[src/rtl/rx_serial_param.sv]
// ---------------------------------------------------------------------------
// rx_serial_param
//
// Parametrised asynchronous serial receiver. Oversamples the RX line with a
// per-bit tick counter, checks a configurable parity bit and one or two stop
// bits, and presents each received word on a valid/ready interface with
// per-frame parity/framing flags and overrun detection.
//
// Parameters:
//   CLKS_PER_BIT  clock cycles per serial bit (>= 4)
//   DATA_BITS     data bits per frame (1..16), LSB first on the line
//   PARITY_MODE   0 = none, 1 = even, 2 = odd
//   STOP_BITS     stop bits checked (1 or 2)
//
// Ports:
//   clock          system clock, rising edge
//   reset          asynchronous, active-high; clears all state
//   rxd            serial line, idle high, asynchronous to clock
//   data_ready     consumer accepts data this cycle
//   data           last received word
//   data_valid     data holds an unconsumed frame
//   parity_error   parity mismatch in the held frame
//   framing_error  a stop bit sampled low in the held frame
//   overrun        a frame was overwritten before consumption
//   busy           frame reception in progress
// ---------------------------------------------------------------------------
module rx_serial_param #(
    parameter int CLKS_PER_BIT = 16,
    parameter int DATA_BITS    = 7,
    parameter int PARITY_MODE  = 1,
    parameter int STOP_BITS    = 2
) (
    input  logic                 clock,
    input  logic                 reset,
    input  logic                 rxd,
    input  logic                 data_ready,
    output logic [DATA_BITS-1:0] data,
    output logic                 data_valid,
    output logic                 parity_error,
    output logic                 framing_error,
    output logic                 overrun,
    output logic                 busy
);

    localparam int HALF    = CLKS_PER_BIT / 2;
    localparam int TICK_W  = $clog2(CLKS_PER_BIT);
    localparam int BIT_MAX = (DATA_BITS > STOP_BITS) ? DATA_BITS : STOP_BITS;
    localparam int BIT_W   = (BIT_MAX > 1) ? $clog2(BIT_MAX) : 1;

    localparam logic [TICK_W-1:0] TICK_LAST  = TICK_W'(CLKS_PER_BIT - 1);
    localparam logic [TICK_W-1:0] TICK_HALF  = TICK_W'(HALF - 1);
    localparam logic [BIT_W-1:0]  DATA_LAST  = BIT_W'(DATA_BITS - 1);
    localparam logic [BIT_W-1:0]  STOP_LAST  = BIT_W'(STOP_BITS - 1);
    localparam logic              HAS_PARITY = 1'(PARITY_MODE != 0);
    localparam logic              ODD_PARITY = 1'(PARITY_MODE == 2);

    typedef enum logic [2:0] {
        S_IDLE,
        S_START,
        S_DATA,
        S_PARITY,
        S_STOP,
        S_DONE
    } state_t;

    state_t state, state_next;

    // Line synchroniser; resets to the idle level so reset never looks
    // like a start edge.
    logic sync1, rxd_s;

    // Bit timing
    logic [TICK_W-1:0] tick;
    logic [BIT_W-1:0]  bit_cnt;
    logic              tick_last, tick_half;
    logic              state_change;

    // Frame under reception
    logic [DATA_BITS-1:0] shreg;
    logic                 par_err_f;
    logic                 frm_err_f;

    // Decoded controls
    logic bit_tick;
    logic frame_done;
    logic consume;

    // -----------------------------------------------------------------------
    // Input synchroniser
    // -----------------------------------------------------------------------
    always_ff @(posedge clock or posedge reset) begin
        if (reset) begin
            sync1 <= 1'b1;
            rxd_s <= 1'b1;
        end else begin
            sync1 <= rxd;
            rxd_s <= sync1;
        end
    end

    assign tick_last    = (tick == TICK_LAST);
    assign tick_half    = (tick == TICK_HALF);
    assign state_change = (state_next != state);
    assign consume      = data_valid & data_ready;

    // -----------------------------------------------------------------------
    // FSM: state register
    // -----------------------------------------------------------------------
    always_ff @(posedge clock or posedge reset) begin
        if (reset) begin
            state <= S_IDLE;
        end else begin
            state <= state_next;
        end
    end

    // -----------------------------------------------------------------------
    // FSM: next state
    // -----------------------------------------------------------------------
    always_comb begin
        state_next = state;
        case (state)
            S_IDLE: begin
                if (!rxd_s) begin
                    state_next = S_START;
                end
            end
            S_START: begin
                // Mid-point of the start bit: a line already back high was a
                // glitch, so drop it without touching the outputs.
                if (tick_half) begin
                    state_next = rxd_s ? S_IDLE : S_DATA;
                end
            end
            S_DATA: begin
                if (tick_last && (bit_cnt == DATA_LAST)) begin
                    state_next = HAS_PARITY ? S_PARITY : S_STOP;
                end
            end
            S_PARITY: begin
                if (tick_last) begin
                    state_next = S_STOP;
                end
            end
            S_STOP: begin
                // Leaving at the mid-point of the last stop bit lets a start
                // edge half a bit later be caught by IDLE.
                if (tick_last && (bit_cnt == STOP_LAST)) begin
                    state_next = S_DONE;
                end
            end
            S_DONE: begin
                state_next = S_IDLE;
            end
            default: begin
                state_next = S_IDLE;
            end
        endcase
    end

    // -----------------------------------------------------------------------
    // FSM: decoded outputs
    // -----------------------------------------------------------------------
    always_comb begin
        busy       = 1'b1;
        bit_tick   = 1'b0;
        frame_done = 1'b0;
        case (state)
            S_IDLE: begin
                busy = 1'b0;
            end
            S_DATA, S_PARITY, S_STOP: begin
                bit_tick = tick_last;
            end
            S_DONE: begin
                frame_done = 1'b1;
            end
            default: begin
            end
        endcase
    end

    // -----------------------------------------------------------------------
    // Bit timing and frame capture
    // -----------------------------------------------------------------------
    always_ff @(posedge clock or posedge reset) begin
        if (reset) begin
            tick      <= '0;
            bit_cnt   <= '0;
            shreg     <= '0;
            par_err_f <= 1'b0;
            frm_err_f <= 1'b0;
        end else begin
            // Tick restarts on every state entry so each state measures its
            // own sample points from the edge it was entered on.
            if (state_change || (state == S_IDLE) || tick_last) begin
                tick <= '0;
            end else begin
                tick <= tick + TICK_W'(1);
            end

            if (state_change) begin
                bit_cnt <= '0;
            end else if (bit_tick) begin
                bit_cnt <= bit_cnt + BIT_W'(1);
            end

            if (state == S_IDLE) begin
                par_err_f <= 1'b0;
                frm_err_f <= 1'b0;
            end

            if ((state == S_DATA) && bit_tick) begin
                shreg[bit_cnt] <= rxd_s;
            end

            // Even: data and parity bit must XOR to 0; odd: to 1.
            if ((state == S_PARITY) && bit_tick) begin
                par_err_f <= (^shreg ^ rxd_s) ^ ODD_PARITY;
            end

            if ((state == S_STOP) && bit_tick && !rxd_s) begin
                frm_err_f <= 1'b1;
            end
        end
    end

    // -----------------------------------------------------------------------
    // Output buffer and valid/ready handshake
    // -----------------------------------------------------------------------
    always_ff @(posedge clock or posedge reset) begin
        if (reset) begin
            data          <= '0;
            data_valid    <= 1'b0;
            parity_error  <= 1'b0;
            framing_error <= 1'b0;
            overrun       <= 1'b0;
        end else if (frame_done) begin
            // A new frame always loads. If the held one is consumed on this
            // same edge nothing was lost; otherwise it is an overrun, and an
            // earlier overrun stays flagged.
            data          <= shreg;
            parity_error  <= par_err_f;
            framing_error <= frm_err_f;
            data_valid    <= 1'b1;
            overrun       <= data_valid & ~data_ready;
        end else if (consume) begin
            data_valid    <= 1'b0;
            parity_error  <= 1'b0;
            framing_error <= 1'b0;
            overrun       <= 1'b0;
        end
    end

endmodule

[config.mk]
export PLATFORM = sky130hd
export DESIGN_NAME = rx_serial_param
export DESIGN_NICKNAME = d
export VERILOG_FILES = /design/src/rtl/rx_serial_param.sv
export SDC_FILE = /design/constraint.sdc
export NUM_CORES = 1
export LEC_CHECK = 0
export ABC_AREA = 1
export CORE_UTILIZATION = 45
export CTS_CLUSTER_SIZE = 16
export DETAILED_ROUTE_END_ITERATION = 7
export PLACE_DENSITY_LB_ADDON = 0.15
export SLEW_MARGIN = 20
export SYNTH_ARGS = -nofsm -noshare
export SYNTH_HDL_FRONTEND = slang
export SYNTH_SLANG_ARGS = --single-unit
[constraint.sdc]
create_clock -name clock -period 1.8 [get_ports clock]
set_input_delay 0.54 -clock clock [delete_from_list [all_inputs] [get_ports clock]]
set_output_delay 0.54 -clock clock [all_outputs]
set_load 0.05 [all_outputs]
==> impl_metrics.ini <==
[outcome]
status = finished clean

[layout]
instances_no_fill = 253
multi_input_area_um2 = 710.7
fillCellCount = 307
drive_above_1_share_pct = 30.92
regArea_um2 = 804.5
finish.utilization_pct = 58.58
n_antenna_cell = 0
fin_nets = 214
areaGrowthSynthToFinish_pct = 22.45

[clock_tree]
cts.clk_slew.worst_paths_ns = 0.11
cts_buffers = 5
holdBufCountCts = 0
htree_levels = 2
clk_latency_ns = 0.35
cts_tree = done
clk_path_buf_depth = 2
cts-root-buf = clkbuf_4
cts.sinks = 32

[floorplanning]
dieArea_um2 = 3848
start_util_pct = 47.84
boundaryPins = 16
rows = 21
die_h_um = 62.03
coreArea_um2 = 3390
die_x_um = 62.03

[power]
powerDensity_nw_per_um2 = 1117
p_leak_nw = 0.9512
ir_worst_vdd_mv = 0.7748

[logic_synthesis]
synth.top_cell.area_share_pct = 46.30
syn_area_per_cell_um2 = 9.110
synth_cell_types = 30
async_flop_share_pct = 100.0
ys_seq_area_share_pct = 49.54
synth_fp_nets = 186
netlist_area_um2 = 1622
synth_edf_count = 0
ys_warn_count = 0
synth_top_flop_cell = dfrtp_1
synthTopCellsByArea = dfrtp_1, nand2_1, nand3_1
syn-instance-count = 178
yosysTopAreaCell = dfrtp_1
synthTopCellsByCount = dfrtp_1, nand2_1, inv_1, nor2_1, nand3_1
ys_seq_elements = 32

[timing]
period_minus_slack_ns = 1.767
worst_slack_ns = 0.03272
clock.fmax_mhz = 565.8
post-route-period-util_pct = 98.18
worstMarginPinSlew_ns = 0.4173
max_slew_margin_pct = 72.18
hold_ws_ns = 0.3644
hold_viol = 0
finClkSkew_ns = 0.01293
setup_viol = 0
drv_slew = 0
rsz0062_at_grt = true

[routing]
vias = 1232
firstDrtPassIters = 6
routed_via_density = 4.870
wire_per_inst_um = 12.40
wl_um = 3137
ant_nets = 0
drt_iter0_drc = 59
drc = 0

[grt]
grt_pass1_vias = 1185
grt_pass1_wl_um = 5347
grt_max_degree = 33
grt_remaining_overflow = 0
grt_usage_pct = 19.99
antenna_found_initial = 0

[setup_path]
cp-end-kind = primary output
start_kind = register
critPathRequiredTime_ns = 1.26
worstSetupPathType = reg -> out
path_max_fanout = 3
critPathArrivalTime_ns = 1.23

[placed_design]
place_congestion = 0.8959
dp_hpwl_um = 2243
place_ws_ns = 0.1330
io_buffer_count = 15
dp.cells = 240

[flow_run]
drv_cap = 0

[hold_path]
hp-class = reg -> reg
==> layer usage <==
layer  share of wire, %  wire length (µm)  vias to the layer above  GRT usage [%]
met3                4.0               125                        8          6.211
met1                 46              1441                      573          24.42
met5                  0                 0                        -              0
li1                   -                 -                      621              -
met2                 47              1485                       30          31.76
met4                2.7                85                        0          10.16
==> stage by stage <==
| stage | instance area (µm²) | setup TNS (ns) | power [mW] |
|---|---|---|---|
| final | 1986 | 0 | 2.217 |
| after detailed placement | 1834 | 0 | 1.471 |
| after floorplan | 1622 | 0 | 1.322 |
| after global routing | 1986 | -0.01513 | 2.336 |
| after global placement | 1834 | 0 | 1.444 |
| after CTS | 1973 | 0 | 2.208 |
==> state kept, by name, summed over array words and instances (netlist names), 3 cells and up <==
register / count
bit_cnt: 3
data: 7
shreg: 7
state: 3
tick: 4
==> layout make-up <==
| type | count | share of cell area (%) |
|---|---|---|
| well taps | 46 | 2.899 |
| repair buffers | 24 | 10.71 |
| flip-flops and latches | 32 | 40.52 |
| inverters | 27 | 5.293 |
| clock buffers | 7 | 3.277 |
| clock inverters | 1 | 1.512 |
| multi-input cells | 116 | 35.79 |
==> what timing repair did <==
| item | in CTS | in global routing |
|---|---|---|
| pin swaps | 1 | 1 |
| gates resized for setup | 5 | 2 |
| setup buffers | 4 | 1 |
| endpoints found under the setup margin | 1 | 5 |
==> cell families (layout without fill, tap and decap cells) <==
group                      count (synthesis)  count (layout)  share of synthesized area [%]
adders and majority gates                  4               4                          3.087
xor gates and xnor gates                   7               7                          3.781
muxes                                      3               3                          2.083
and+or+nand+nor                           84              84                          27.93
AOI/OAI and AO/OA                         18              18                          6.018
buffers and inverters                     30              59                          7.561
DFF                                       32              32                          49.54
==> critical path, stage by stage (launching register included) <==
cell	delay (ns)
dfrtp_1	0.41
inv_2	0.08
nand2_4	0.07
nor2_4	0.12
inv_4	0.06
buf_12	0.14
==> layout by cell type (no fill, tap or decap), types with 2 or more instances in the layout <==
cell type / count
a21oi_1: 4
buf_12: 2
buf_4: 19
clkbuf_4: 5
clkbuf_8: 2
clkdlybuf4s50_1: 3
dfrtp_1: 29
dfstp_2: 2
ha_1: 3
inv_1: 18
inv_2: 7
mux2_2: 3
nand2_1: 30
nand2_2: 3
nand3_1: 15
nand3_2: 2
nor2_1: 18
nor2_4: 3
nor3_2: 6
o21ai_0: 11
xnor2_1: 3
xor2_1: 4
==> final timing paths <==
check / start / end / slack [ns] / cells after the start
setup / recovery: state[1] / busy / 0.03 / 5
hold / removal: sync1 / rxd_s / 0.36 / 0
setup reg to reg: tick[0] / bit_cnt[1] / 0.15 / 9
hold reg to reg: sync1 / rxd_s / 0.36 / 0
max in group asynchronous: reset / rxd_s / 0.90 / 3
min in group asynchronous: reset / tick[0] / 0.57 / 3
==> where the power goes <==
part / switching [mW] / internal, mW / total [mW]
Sequential: 0.0416 / 0.771 / 0.813
Combinational: 0.470 / 0.310 / 0.780
Clock: 0.256 / 0.369 / 0.624
(Power assumes the default switching activity.)
